**src/rtl/wb_master_ctrl.sv**
```systemverilog
// ---------------------------------------------------------------------------
// wb_master_ctrl
// Single-outstanding Wishbone classic master. Takes one command at a time
// over a valid/ready handshake, runs one Wishbone cycle, and returns the
// result over a valid/ready response channel. All outputs are registered.
//
// Optional feature: define WB_MASTER_TIMEOUT_EN to abort a bus cycle that
// sees no ack within TIMEOUT_CYCLES cycles (reported via rsp_err). Without
// the macro the bus cycle waits for ack indefinitely and rsp_err is 0.
//
// Ports:
//   wb_clk_i   in   clock, all state on posedge
//   wb_rst_i   in   asynchronous reset, active low
//   cmd_valid  in   command request
//   cmd_ready  out  high only while idle; accept on valid && ready
//   cmd_we     in   1 = write, 0 = read
//   cmd_adr    in   [31:0] address
//   cmd_dat    in   [31:0] write data
//   cmd_sel    in   [3:0]  byte selects
//   rsp_valid  out  response available
//   rsp_ready  in   response consumed on valid && ready
//   rsp_dat    out  [31:0] read data (0 for writes and timeouts)
//   rsp_err    out  bus cycle timed out
//   wbm_*_o    out  Wishbone master cyc/stb/we/sel/adr/dat
//   wbm_ack_i  in   Wishbone ack (ignored unless a bus cycle is open)
//   wbm_dat_i  in   [31:0] Wishbone read data
// ---------------------------------------------------------------------------
module wb_master_ctrl #(
  parameter int unsigned TIMEOUT_CYCLES = 255
) (
  input  logic        wb_clk_i,
  input  logic        wb_rst_i,
  input  logic        cmd_valid,
  output logic        cmd_ready,
  input  logic        cmd_we,
  input  logic [31:0] cmd_adr,
  input  logic [31:0] cmd_dat,
  input  logic [3:0]  cmd_sel,
  output logic        rsp_valid,
  input  logic        rsp_ready,
  output logic [31:0] rsp_dat,
  output logic        rsp_err,
  output logic        wbm_cyc_o,
  output logic        wbm_stb_o,
  output logic        wbm_we_o,
  output logic [3:0]  wbm_sel_o,
  output logic [31:0] wbm_adr_o,
  output logic [31:0] wbm_dat_o,
  input  logic        wbm_ack_i,
  input  logic [31:0] wbm_dat_i
);

  if (TIMEOUT_CYCLES < 1 || TIMEOUT_CYCLES > 65535) begin : g_bad_timeout
    $error("wb_master_ctrl: TIMEOUT_CYCLES must be in 1..65535");
  end

  typedef enum logic [1:0] {
    ST_IDLE,
    ST_BUS,
    ST_RESP
  } state_t;

  state_t      r_state,     w_nxt_state;
  logic        r_cmd_ready, w_nxt_cmd_ready;
  logic        r_cyc,       w_nxt_cyc;
  logic        r_stb,       w_nxt_stb;
  logic        r_we,        w_nxt_we;
  logic [3:0]  r_sel,       w_nxt_sel;
  logic [31:0] r_adr,       w_nxt_adr;
  logic [31:0] r_dat,       w_nxt_dat;
  logic        r_rsp_valid, w_nxt_rsp_valid;
  logic [31:0] r_rsp_dat,   w_nxt_rsp_dat;

`ifdef WB_MASTER_TIMEOUT_EN
  localparam logic [15:0] TO_LIMIT = TIMEOUT_CYCLES[15:0];

  logic        r_rsp_err,   w_nxt_rsp_err;
  logic [15:0] r_cnt,       w_nxt_cnt;
`endif

  always_comb begin
    w_nxt_state     = r_state;
    w_nxt_cyc       = r_cyc;
    w_nxt_stb       = r_stb;
    w_nxt_we        = r_we;
    w_nxt_sel       = r_sel;
    w_nxt_adr       = r_adr;
    w_nxt_dat       = r_dat;
    w_nxt_rsp_valid = r_rsp_valid;
    w_nxt_rsp_dat   = r_rsp_dat;
`ifdef WB_MASTER_TIMEOUT_EN
    w_nxt_rsp_err   = r_rsp_err;
    w_nxt_cnt       = r_cnt;
`endif

    case (r_state)
      ST_IDLE: begin
        // r_cmd_ready (not just the state) gates acceptance so that the
        // first cycle after reset release never takes a command.
        if (cmd_valid && r_cmd_ready) begin
          w_nxt_state = ST_BUS;
          w_nxt_cyc   = 1'b1;
          w_nxt_stb   = 1'b1;
          w_nxt_we    = cmd_we;
          w_nxt_sel   = cmd_sel;
          w_nxt_adr   = cmd_adr;
          w_nxt_dat   = cmd_dat;
`ifdef WB_MASTER_TIMEOUT_EN
          w_nxt_cnt   = '0;
`endif
        end
      end

      ST_BUS: begin
        // Ack is checked first so it wins over a simultaneous timeout.
        if (wbm_ack_i) begin
          w_nxt_state     = ST_RESP;
          w_nxt_cyc       = 1'b0;
          w_nxt_stb       = 1'b0;
          w_nxt_rsp_valid = 1'b1;
          w_nxt_rsp_dat   = r_we ? '0 : wbm_dat_i;
`ifdef WB_MASTER_TIMEOUT_EN
          w_nxt_rsp_err   = 1'b0;
        end else if (r_cnt == TO_LIMIT) begin
          w_nxt_state     = ST_RESP;
          w_nxt_cyc       = 1'b0;
          w_nxt_stb       = 1'b0;
          w_nxt_rsp_valid = 1'b1;
          w_nxt_rsp_dat   = '0;
          w_nxt_rsp_err   = 1'b1;
        end else begin
          w_nxt_cnt       = r_cnt + 16'd1;
`endif
        end
      end

      ST_RESP: begin
        if (rsp_ready) begin
          w_nxt_state     = ST_IDLE;
          w_nxt_rsp_valid = 1'b0;
          w_nxt_rsp_dat   = '0;
`ifdef WB_MASTER_TIMEOUT_EN
          w_nxt_rsp_err   = 1'b0;
`endif
        end
      end

      default: w_nxt_state = ST_IDLE;
    endcase

    // Registered ready tracks the next state, so the response handshake
    // cycle itself can never also accept a command.
    w_nxt_cmd_ready = (w_nxt_state == ST_IDLE);
  end

  always_ff @(posedge wb_clk_i or negedge wb_rst_i) begin
    if (!wb_rst_i) begin
      r_state     <= ST_IDLE;
      r_cmd_ready <= 1'b0;
      r_cyc       <= 1'b0;
      r_stb       <= 1'b0;
      r_we        <= 1'b0;
      r_sel       <= '0;
      r_adr       <= '0;
      r_dat       <= '0;
      r_rsp_valid <= 1'b0;
      r_rsp_dat   <= '0;
`ifdef WB_MASTER_TIMEOUT_EN
      r_rsp_err   <= 1'b0;
      r_cnt       <= '0;
`endif
    end else begin
      r_state     <= w_nxt_state;
      r_cmd_ready <= w_nxt_cmd_ready;
      r_cyc       <= w_nxt_cyc;
      r_stb       <= w_nxt_stb;
      r_we        <= w_nxt_we;
      r_sel       <= w_nxt_sel;
      r_adr       <= w_nxt_adr;
      r_dat       <= w_nxt_dat;
      r_rsp_valid <= w_nxt_rsp_valid;
      r_rsp_dat   <= w_nxt_rsp_dat;
`ifdef WB_MASTER_TIMEOUT_EN
      r_rsp_err   <= w_nxt_rsp_err;
      r_cnt       <= w_nxt_cnt;
`endif
    end
  end

  assign cmd_ready = r_cmd_ready;
  assign wbm_cyc_o = r_cyc;
  assign wbm_stb_o = r_stb;
  assign wbm_we_o  = r_we;
  assign wbm_sel_o = r_sel;
  assign wbm_adr_o = r_adr;
  assign wbm_dat_o = r_dat;
  assign rsp_valid = r_rsp_valid;
  assign rsp_dat   = r_rsp_dat;
`ifdef WB_MASTER_TIMEOUT_EN
  assign rsp_err   = r_rsp_err;
`else
  assign rsp_err   = 1'b0;
`endif

endmodule

```
**config.mk**
```make
export PLATFORM = sky130hd
export DESIGN_NAME = wb_master_ctrl
export DESIGN_NICKNAME = d
export VERILOG_FILES = /design/src/rtl/wb_master_ctrl.sv
export SDC_FILE = /design/constraint.sdc
export NUM_CORES = 1
export LEC_CHECK = 0
export CAP_MARGIN = 0
export CORE_MARGIN = 4
export CORE_UTILIZATION = 40
export DETAILED_ROUTE_END_ITERATION = 7
export PLACE_DENSITY = 0.82
export SLEW_MARGIN = 20
export SYNTH_ARGS = -nofsm -noshare
export SYNTH_HDL_FRONTEND = slang
export SYNTH_SLANG_ARGS = --single-unit
```
**constraint.sdc**
```tcl
create_clock -name wb_clk_i -period 2.88 [get_ports wb_clk_i]
set_input_delay 0.288 -clock wb_clk_i [delete_from_list [all_inputs] [get_ports wb_clk_i]]
set_output_delay 0.288 -clock wb_clk_i [all_outputs]
set_load 0.05 [all_outputs]
```
==> metrics.yaml, run 1 <==
critical_path:
  r2r_slack_ns: 1.06
  critical_path_class: "reg -> out"
  cp.required_ns: 2.59
  end_kind: "output port"
  critPathLaunchType: "flip-flop"
  max_stage_delay_ns: 0.85
  regToRegEndpoint: "wbm_dat_o[14]$_DFFE_PN0P_"
  r2r_start: "r_state[0]$_DFF_PN0_"
  cp_top_family: "buffers and inverters"
  critPathSlowestCell: "clkdlybuf4s50_1"
  rr_worst_depth: 3
  critPathMaxFanout: 4
  worstPathCellList: "clkdlybuf4s50_1"
  path_buf_inv: 1
  arrival_ns: 1.61
global_routing:
  grt.total_usage: 0.174
  antenna_found_initial: 0
  grt_max_degree: 53
  grt_pass1_wl_um: 15600
  grt_pass1_vias: 3088
  grt_overflow: 0
sta:
  drv_slew: 0
  grt_setup_unrepaired: "no"
  fin_crit_ns: 1.90
  fin_ws_ns: 0.983
  min_period_over_period: 0.659
  relSlewSlack: 0.562
  setup_tns_ns: 0
  final_hold_viol_count: 0
  setup_viol: 0
  worst_pin_slew_ns: 0.656
  fmax_mhz: 527
  finClkSkew_ns: 0.0114
floorplan:
  coreArea_mm2: 0.00973
  row_count: 36
  io_pins: 212
  dieWidth_um: 108
  die_height_um: 108
  initial_core_util: 0.407
  die-area_mm2: 0.0116
worst_hold_path:
  hold_class: "in -> async"
status:
  status: "finished, final reports clean"
routing:
  dr.pass1.iters: 4
  dr_total_vias: 2831
  wl_per_cell_um: 17.1
  wl_met1_um: 4060
  highest_layer: "met4"
  routed_via_density: 4.79
  drc: 0
  drt_iter0_drc: 86
  wirelength_um: 10100
  route.met3.wl_um: 654
  dr_wl_met2_um: 5290
  ant_nets: 0
cts:
  cts_buffers: 9
  ctsHtreeMaxLevel: 3
  clk_pin_slew_ns: 0.10
  cts_tree: "built"
  clk_latency_ns: 0.35
  ctsResizeCount: 0
  cts-root-buf: "clkbuf_8"
  cts.path.max_buffers: 2
  cts.sinks: 106
pwr:
  p_leak_nw: 2.64
  power-per-cell-area_mw_per_mm2: 1360
  irDropWorstVdd_mv: 0.685
logic_synthesis:
  synth.avg_cell_area_um2: 16.4
  ys_ff_latch: 106
  yosys_warnings: 0
  netlist_area_mm2: 0.00396
  synthDistinctLibCells: 23
  synth_fp_nets: 348
  ys_seq_area_frac: 0.669
  syn_inst: 242
placement:
  dpl.hpwl_um: 7720
  place_ws_ns: 0.806
  gp_congestion: 0.712
  port_buffers: 210
finish:
  area_growth_syn_to_layout_pct: 59.4
  final_common_cell: "clkdlybuf4s50_1"
  final_cell_mix: "clkdlybuf4s50_1, dfrtp_1, mux2_2, a22o_1, mux2_1"
  nets: 560
  antenna_cells: 0
  drive_above_1_share: 0.177
flow_run:
  max-cap-violations: 0
## cell families after synthesis
group | count (synthesis) | share of synthesized area
flip-flops | 106 | 0.669
multiplexers | 69 | 0.196
AO/OA/AOI/OAI | 38 | 0.0818
buffers and inverters | 18 | 0.0354
AND/OR/NAND/NOR | 10 | 0.0164
other | 1 | 0.000946
## worst max-delay path by stage
stage	startpoint	endpoint	cells after the start
6_report	wbm_we_o$_DFFE_PN0P_	wbm_we_o	1
5_1_grt	wbm_we_o$_DFFE_PN0P_	wbm_we_o	1
4_1_cts	wbm_we_o$_DFFE_PN0P_	wbm_we_o	1
3_5_place_dp	cmd_valid	wbm_dat_o[10]$_DFFE_PN0P_	5
3_3_place_gp	cmd_valid	wbm_dat_o[22]$_DFFE_PN0P_	5
2_1_floorplan	cmd_ready$_DFF_PN0_	wbm_adr_o[0]$_DFFE_PN0P_	4
## stage by stage
step / utilization / cells / hold slack (ns) / power, mW / instance area (µm²)
after CTS: 0.649 / 591 / 0.502 / 8.71 / 6310
final: 0.649 / 591 / 0.491 / 8.61 / 6310
after detailed placement: 0.631 / 575 / 0.358 / 7.90 / 6140
after floorplan: - / 242 / -0.00759 / 6.10 / 3960
after global routing: 0.649 / 591 / 0.503 / 9.00 / 6310
after global placement: 0.631 / 575 / 0.337 / 7.77 / 6140
## registers in the layout, summed over array words and instances (netlist names)
register	cells
wbm_dat_o	32
wbm_adr_o	32
rsp_dat	32
r_state	2
wbm_sel_o	4
rsp_valid	1
wbm_stb_o	1
cmd_ready	1
wbm_we_o	1
## metal layers
metal	global-route usage	vias up
met5	0	-
met4	0.0415	0
met3	0.0546	8
met2	0.301	121
met1	0.212	1412
li1	-	1290
## power breakdown
group / internal, mW / switching (mW)
clock: 0.311 / 0.476
combinational: 1.95 / 3.29
sequential: 2.19 / 0.396
total: 4.45 / 4.16
## timing repair
action	CTS	global route
setup buffers	0	0
hold buffers	1	0
setup endpoints to repair	0	0
hold endpoints to repair	49	0
## area by class of cell
cell class / count / area [µm²]
clock buffer: 11 / 131
clock inverter: 4 / 30.0
fill: 756 / 3410
inverter: 2 / 7.51
multi-input combinational: 118 / 1170
sequential: 106 / 2650
tap: 133 / 166
timing repair buffer: 217 / 2150
## cells in the mapped netlist
master	count	area, µm²
a21boi_2	1	11.3
a22o_1	31	272
inv_1	2	7.51
nor2b_1	1	6.26
buf_2	4	20.0
a31o_2	1	8.76
a21oi_1	2	10.0
nor3_1	1	5.00
mux2_1	12	135
nor3_4	1	16.3
nor4b_1	1	8.76
buf_6	8	90.1
mux2_2	57	642
clkbuf_1	2	7.51
nor2_1	2	7.51
buf_4	2	15.0
a21o_1	2	15.0
nand2b_1	1	6.26
a211oi_1	1	7.51
dfrtp_1	106	2650
nand2_1	2	7.51
conb_1	1	3.75
nand3b_1	1	7.51
## worst register-to-register path, cell delays in order, from the launching register on
cell and delay (ns):
dfrtp_1 0.49, nor3_4 0.23, buf_4 0.56, mux2_2 0.42
Power figures use the tool's default switching activity.
==> run 2: changes to the inputs <==
--- a/config.mk
+++ b/config.mk
@@ -7,9 +7,9 @@
 export LEC_CHECK = 0
 export CAP_MARGIN = 0
 export CORE_MARGIN = 4
-export CORE_UTILIZATION = 40
+export CORE_UTILIZATION = 39
 export DETAILED_ROUTE_END_ITERATION = 7
-export PLACE_DENSITY = 0.82
+export PLACE_DENSITY = 0.8
 export SLEW_MARGIN = 20
 export SYNTH_ARGS = -nofsm -noshare
 export SYNTH_HDL_FRONTEND = slang
==> constraint.sdc (replaced) <==
create_clock -name wb_clk_i -period 1.9 [get_ports wb_clk_i]
set_input_delay 0.19 -clock wb_clk_i [delete_from_list [all_inputs] [get_ports wb_clk_i]]
set_output_delay 0.19 -clock wb_clk_i [all_outputs]
set_load 0.05 [all_outputs]
==> run 2 against run 1 <==
Net effect:
- via count is 1.8% higher
- sequential power is 51% higher
- worst hold slack worse by 0.14 ns
- sequential share of layout area is 0.44 points lower
- worst setup slack worse by 0.89 ns
- die area is 2.4% higher
- utilization is 0.093 points higher
- largest cell class unchanged
- highest routed layer unchanged
==> metrics.yaml, run 2 (same netlist as run 1, synthesis figures left out) <==
status:
  status: "finished, final reports clean"
sta:
  fmax_mhz: 554
  fin_crit_ns: 1.80
  worst_pin_slew_ns: 0.550
  grt_setup_unrepaired: "no"
  min_period_over_period: 0.950
  finClkSkew_ns: 0.0195
  final_hold_viol_count: 0
  setup_tns_ns: 0
  setup_viol: 0
  drv_slew: 0
  relSlewSlack: 0.632
floorplan:
  dieWidth_um: 109
  die-area_mm2: 0.0118
  coreArea_mm2: 0.00982
  die_height_um: 109
  initial_core_util: 0.404
  io_pins: 212
  row_count: 36
finish:
  final-seq-area_mm2: 0.00265
  stdcell_area_mm2: 0.00638
  area_growth_syn_to_layout_pct: 61.1
  antenna_cells: 0
  multiInputGateArea_mm2: 0.00117
  drive_above_1_share: 0.184
  fin_util: 0.650
  nets: 563
  fin_cells: 595
  final_cell_mix: "clkdlybuf4s50_1, dfrtp_1, mux2_2, a22o_1, mux2_1"
  final_common_cell: "clkdlybuf4s50_1"
  fillers: 784
global_routing:
  grt_use_met2: 0.272
  grt_overflow: 0
  grt_pass1_wl_um: 15700
  met3_usage: 0.0610
  grt_max_degree: 56
  grt_util_met1: 0.219
  grt.total_usage: 0.170
  busiest_layer: "met2"
  grt_pass1_vias: 3105
  antenna_found_initial: 0
worst_hold_path:
  hold_class: "in -> async"
placement:
  dpl.hpwl_um: 7580
  place_area_mm2: 0.00620
  dp_cells: 578
  gp_congestion: 0.732
  port_buffers: 210
cts:
  cts_tree: "built"
  cts.sinks: 106
  ctsHtreeMaxLevel: 3
  clk_pin_slew_ns: 0.11
  clk_latency_ns: 0.35
  cts_buffers: 9
  cts-root-buf: "clkbuf_8"
  cts.path.max_buffers: 2
critical_path:
  r2r_slack_ns: 0.29
  critPathMaxFanout: 4
  rr_worst_depth: 3
  worstPathCellList: "clkdlybuf4s50_1"
  critPathSlowestCell: "clkdlybuf4s50_1"
  cp.required_ns: 1.71
  end_kind: "output port"
  regToRegEndpoint: "wbm_adr_o[26]$_DFFE_PN0P_"
  cp_top_family: "buffers and inverters"
  r2r_start: "r_state[0]$_DFF_PN0_"
  critical_path_class: "reg -> out"
  path_buf_inv: 1
  critPathLaunchType: "flip-flop"
  max_stage_delay_ns: 0.84
  arrival_ns: 1.61
pwr:
  irDropWorstVdd_mv: 1.17
  total_power_mw: 13.1
  p_leak_nw: 2.68
  power-per-cell-area_mw_per_mm2: 2060
routing:
  routed_via_density: 4.84
  wirelength_um: 10000
  wl_per_cell_um: 16.8
  dr_total_vias: 2881
  drt_iter0_drc: 80
  dr.pass1.iters: 4
  drc: 0
  ant_nets: 0
flow_run:
  max-cap-violations: 0
## run 2: per-layer routing
metal  share of wire  vias to the layer above
met5               0                        -
met4           0.019                        0
met3           0.094                       15
met2            0.47                      141
met1            0.41                     1426
li1                -                     1299
## run 2: where the power goes
part | total [mW] | switching [mW] | leakage [nW] | internal [mW]
Sequential | 3.90 | 0.588 | 1.30 | 3.31
Clock | 1.24 | 0.752 | 0.0803 | 0.487
Combinational | 7.98 | 4.97 | 1.30 | 3.01
## run 2: area by class of cell
class,instances,share of cell area
Clock inverter,5,0.00588
Timing Repair Buffer,220,0.347
Clock buffer,11,0.0206
Tap cell,133,0.0261
Multi-Input combinational cell,118,0.184
Sequential cell,106,0.416
Inverter,2,0.00118
## run 2: per-stage QoR
stage          hold WS, ns  setup slack [ns]
6_report             0.356            0.0958
5_1_grt              0.369            0.0231
4_1_cts              0.344            0.0626
3_5_place_dp         0.205             0.123
3_3_place_gp         0.194             0.158
2_1_floorplan       -0.106             0.110
## run 2: worst reg2reg max path: stages (launching register included)
cell     delay [ns]
dfrtp_1        0.49
nor3_4         0.29
buf_12         0.31
mux2_2         0.41
## run 2: timing repair
action	CTS	global route
gates resized for setup	0	0
hold endpoints to repair	36	0
hold buffers	1	0
buffers inserted	0	0
## run 2: how the worst max path moves through the flow
stage          cells past startpoint                        end  slack, ns                 start
6_report                           1                   wbm_we_o        0.1  wbm_we_o$_DFFE_PN0P_
5_1_grt                            1                   wbm_we_o       0.02  wbm_we_o$_DFFE_PN0P_
4_1_cts                            1                   wbm_we_o       0.06  wbm_we_o$_DFFE_PN0P_
3_5_place_dp                       5  wbm_adr_o[30]$_DFFE_PN0P_       0.12             cmd_valid
3_3_place_gp                       5  wbm_adr_o[27]$_DFFE_PN0P_       0.16             cmd_valid
2_1_floorplan                      4   wbm_adr_o[0]$_DFFE_PN0P_       0.11   cmd_ready$_DFF_PN0_
==> run 3: changes to the inputs <==
--- a/config.mk
+++ b/config.mk
@@ -6,11 +6,12 @@
 export NUM_CORES = 1
 export LEC_CHECK = 0
 export CAP_MARGIN = 0
+export CORE_ASPECT_RATIO = 0.75
 export CORE_MARGIN = 4
 export CORE_UTILIZATION = 39
 export DETAILED_ROUTE_END_ITERATION = 7
 export PLACE_DENSITY = 0.8
-export SLEW_MARGIN = 20
+export SLEW_MARGIN = 10
 export SYNTH_ARGS = -nofsm -noshare
 export SYNTH_HDL_FRONTEND = slang
 export SYNTH_SLANG_ARGS = --single-unit
==> run 3 against run 2 <==
Net effect:
- design area rose by 2.8%
- sequential cell count stayed put
- largest cell class unchanged
- worst setup slack improved by 0.011 ns
- utilization rose by 2.1 points
- register-to-register slack is essentially flat
- largest power group unchanged
- non-clock buffer count is 1 lower
- critical path type unchanged
- clock-buffer cell count decreased by 1
==> metrics.yaml, run 3 (same netlist as run 1, synthesis figures left out) <==
finish:
  antenna_cells: 0
  final_common_cell: "clkdlybuf4s50_1"
  area_growth_syn_to_layout_pct: 65.5
  nets: 562
  final_cell_mix: "clkdlybuf4s50_1, dfrtp_1, mux2_2, a22o_1, mux2_1"
  drive_above_1_share: 0.185
  fillers: 744
routing:
  drc: 0
  drt_iter0_drc: 101
  ant_nets: 0
  wirelength_um: 10300
  wl_per_cell_um: 17.4
  routed_via_density: 4.78
  dr_total_vias: 2831
  dr.pass1.iters: 4
placement:
  port_buffers: 210
  dpl.hpwl_um: 7740
  gp_congestion: 0.734
critical_path:
  max_stage_delay_ns: 0.86
  cp_top_family: "buffers and inverters"
  cp.required_ns: 1.71
  crit_end: "wbm_we_o"
  critPathSlowestCell: "clkdlybuf4s50_1"
  cp.depth: 1
  rr_worst_depth: 3
  critical_path.startpoint: "wbm_we_o$_DFFE_PN0P_"
  critPathLaunchType: "flip-flop"
  critical_path_class: "reg -> out"
  r2r_start: "r_state[0]$_DFF_PN0_"
  worstPathCellList: "clkdlybuf4s50_1"
  regToRegEndpoint: "wbm_adr_o[24]$_DFFE_PN0P_"
  critPathMaxFanout: 4
  r2r_slack_ns: 0.30
  path_buf_inv: 1
  end_kind: "output port"
  arrival_ns: 1.60
sta:
  final_hold_viol_count: 0
  fmax_mhz: 558
  grt_setup_unrepaired: "no"
  drv_slew: 0
  fin_crit_ns: 1.79
  worst_pin_slew_ns: 0.557
  min_period_over_period: 0.944
  setup_tns_ns: 0
  finClkSkew_ns: 0.00640
  relSlewSlack: 0.627
  setup_viol: 0
global_routing:
  antenna_found_initial: 0
  grt_overflow: 0
  grt.total_usage: 0.180
  grt_pass1_vias: 3178
  grt_pass1_wl_um: 16800
  grt_max_degree: 49
pwr:
  total_power_mw: 14.0
  p_leak_nw: 2.76
  irDropWorstVdd_mv: 1.33
  power-per-cell-area_mw_per_mm2: 2140
cts:
  post_cts_buffers: 0
  cts_tree: "built"
  cts.sinks: 106
  cts.path.max_buffers: 2
  cts_buffers: 9
  clk_latency_ns: 0.34
  ctsResizeCount: 0
  ctsHoldBuffers: 1
  clk_pin_slew_ns: 0.07
  cts-root-buf: "clkbuf_16"
  ctsHtreeMaxLevel: 3
floorplan:
  die-area_mm2: 0.0119
  coreArea_mm2: 0.00977
  dieWidth_um: 124
  initial_core_util: 0.405
  die_height_um: 95.3
  row_count: 31
  io_pins: 212
worst_hold_path:
  hold_class: "in -> async"
status:
  status: "finished, final reports clean"
flow_run:
  max-cap-violations: 0
-- run 3: layer usage --
layer / part of all wire / track usage / up-vias / routed length (µm)
met3: 0.084 / 0.0773 / 11 / 866
met4: 0.011 / 0.0529 / 0 / 114
met1: 0.41 / 0.217 / 1410 / 4210
met2: 0.50 / 0.297 / 118 / 5120
met5: 0 / 0 / - / 0
li1: - / - / 1292 / -
-- run 3: worst min-delay path by stage --
| stage | slack, ns | end |
|---|---|---|
| floorplan | -0.11 | cmd_ready$_DFF_PN0_ |
| finish | 0.29 | wbm_adr_o[0]$_DFFE_PN0P_ |
| detailed placement | 0.10 | wbm_adr_o[0]$_DFFE_PN0P_ |
| global placement | 0.1 | wbm_adr_o[0]$_DFFE_PN0P_ |
| global route | 0.31 | rsp_dat[31]$_DFFE_PN0P_ |
| CTS | 0.28 | wbm_adr_o[0]$_DFFE_PN0P_ |
-- run 3: metrics by stage --
| step | instance area [µm²] | hold WS [ns] | cells | setup WS (ns) | util |
|---|---|---|---|---|---|
| 2_1_floorplan | 3960 | -0.106 | 242 | 0.110 | - |
| 3_3_place_gp | 6210 | 0.0961 | 576 | 0.167 | 0.635 |
| 3_5_place_dp | 6210 | 0.101 | 576 | 0.153 | 0.635 |
| 4_1_cts | 6560 | 0.282 | 592 | 0.0690 | 0.671 |
| 5_1_grt | 6560 | 0.307 | 592 | 0.0455 | 0.671 |
| 6_report | 6560 | 0.287 | 592 | 0.107 | 0.671 |
-- run 3: power by group --
group	switching (mW)	leakage, nW	internal (mW)	total (mW)
sequential	0.596	1.30	3.32	3.92
combinational	5.01	1.29	3.02	8.03
clock	0.779	0.165	1.31	2.09
-- run 3: cell type report --
cell class | instances | area [µm²] | share of cell area
multi-input combinational | 118 | 1170 | 0.179
clock inverter | 5 | 103 | 0.0156
clock buffer | 10 | 239 | 0.0364
inverter | 2 | 7.51 | 0.00114
timing repair buffer | 219 | 2220 | 0.338
tap | 132 | 165 | 0.0252
sequential | 106 | 2650 | 0.404
==> RTL change: new RTL, settings of run 3 <==
Re-encode `state_t` (3 states) as one-hot, 3 bits wide.
--- a/src/rtl/wb_master_ctrl.sv
+++ b/src/rtl/wb_master_ctrl.sv
@@ -54,10 +54,10 @@
     $error("wb_master_ctrl: TIMEOUT_CYCLES must be in 1..65535");
   end
 
-  typedef enum logic [1:0] {
-    ST_IDLE,
-    ST_BUS,
-    ST_RESP
+  typedef enum logic [2:0] {
+    ST_IDLE = 3'b001,
+    ST_BUS  = 3'b010,
+    ST_RESP = 3'b100
   } state_t;
 
   state_t      r_state,     w_nxt_state;
Formal check against the unedited RTL: same outputs for any inputs over 10 cycles, from zero or initial values and one cycle with wb_rst_i low; not proved beyond that.
==> RTL change against run 3 <==
Wire length is 0.51% higher. Total power down 2.0%. Final area down 0.32%. Clock skew is 0.00051 ns lower. Setup slack worse by 0.0033 ns. Largest power group unchanged. Global-route usage down 0.68 points. Sequential cell count rose by 1. Combinational power hardly changed. Synthesized area is 0.35% lower. Clock power shrank 14%. Utilization shrank 0.22 points. Synthesized cell count grew 1.2%. Sequential share of layout area rose by 0.53 points. Worst hold slack got worse by 0.0051 ns.
==> RTL change: results (changes against run 3) <==
Least-Margin Pin Slew 0.547 ns (-0.0101 ns); Reg-to-Reg End wbm_adr_o[25]; r2r worst-path depth 4 (+1); synth cell count leaders 106 x dfrtp_1, 63 x mux2_2, 32 x a22o_1; Worst VDD drop 1120 µV (-16%); fraction of layout cells with a size suffix above 1 0.200 (+0.0148); CTS max path bufs 2 (unchanged); largest net degree at the start of global routing 69 (+41%); global-route wire length before repair 15,700 µm (-6.5%); reported leakage power 2.72 nW (-1.2%); post-synthesis sequential area ratio 0.678 (+0.00899); R2R setup slack 0.10 ns (-0.20 ns); DR pass1 iterations 4 (unchanged); clk_skew 0.00588 ns (-0.000513 ns); Fillers 735 (-1.2%); Net Count, Synth 351 (+0.86%); GP Congestion 0.763 (+4.0%); DRT iter0 DRCs 120 (+19%); Detailed Place HPWL 7910 µm (+2.2%); post-CTS setup buffers 0 (unchanged); vias in the first global route 3,025 (-4.8%); Worst EP arrival 2.01 ns (+0.41 ns); largest cells by area after synthesis dfrtp_1 67%, mux2_2 18%, a22o_1 7.1%, mux2_1 1.7%, buf_2 0.89%; critical path peak fanout 68 (+64); RR Startpoint r_state[0]; All-Layer GR Usage 0.173 (-0.00681); via/cell ratio 4.76 (-0.48%); Ant. Diodes 0 (unchanged); CTS Buf Count 9 (unchanged); Routed WL 10,400 µm (+0.51%); net count reported at finish 568 (+1.1%); status complete, no violations; Async S/R FF share, synth 1.00 (unchanged)
[RTL change: power breakdown]
group	switching [mW]	total [mW]	internal [mW]
Sequential	0.606	3.97	3.36
Clock	0.778	1.79	1.01
Combinational	4.98	8.00	3.02
[RTL change: per-layer routing]
metal	routed length, µm	global-route usage	up-vias
li1	-	-	1316
met1	4320	0.217	1368
met2	4630	0.269	146
met3	1270	0.0807	16
met4	146	0.0501	0
met5	0	0	-
[RTL change: how the worst max path moves through the flow]
| stage | slack (ns) | endpoint | from |
|---|---|---|---|
| 2_1_floorplan | 0.07 | wbm_adr_o[0] | cmd_ready |
| 3_3_place_gp | 0.05 | wbm_adr_o[4] | cmd_valid |
| 3_5_place_dp | 0.03 | wbm_dat_o[20] | cmd_valid |
| 4_1_cts | 0.10 | wbm_adr_o[25] | r_state[0] |
| 5_1_grt | 0.03 | wbm_adr_o[25] | r_state[0] |
| 6_report | 0.10 | wbm_adr_o[25] | r_state[0] |
[RTL change: final cells by class]
cell class / instances / area (µm²) / share of cell area
Timing Repair Buffer: 221 / 2210 / 0.338
Sequential cell: 107 / 2680 / 0.410
Clock inverter: 5 / 55.1 / 0.00842
Multi-Input combinational cell: 121 / 1190 / 0.182
Clock buffer: 10 / 229 / 0.0350
Tap cell: 132 / 165 / 0.0253
Inverter: 2 / 7.51 / 0.00115
[RTL change: worst max-delay path, stage by stage, from the launching register on]
cell     delay [ns]
dfstp_2        0.53
inv_1          0.07
nor4_4         0.29
buf_12         0.36
mux2_2         0.39
[RTL change: repair_timing]
action | in CTS | in global routing
setup endpoints to repair | 0 | 0
hold endpoints to repair | 15 | 0
hold buffers | 1 | 0
[RTL change: metrics by stage]
stage,setup slack (ns),instance area (µm²),hold slack (ns),cells,util
finish,0.104,6540,0.282,598,0.669
global route,0.0319,6540,0.288,598,0.669
CTS,0.100,6540,0.282,598,0.669
detailed placement,0.0275,6240,0.0814,582,0.639
global placement,0.0531,6240,0.0759,582,0.639
floorplan,0.0652,3950,-0.106,245,-
[RTL change: kinds of logic (layout without fill, tap and decap cells)]
kind of cell / after synthesis / after routing / share of synthesized area
compound gates: 40 / 40 / 0.0840
buf+inv: 17 / 238 / 0.0203
flops: 107 / 107 / 0.678
mux: 69 / 69 / 0.197
other cells: 1 / 1 / 0.000950
simple gates: 11 / 11 / 0.0196
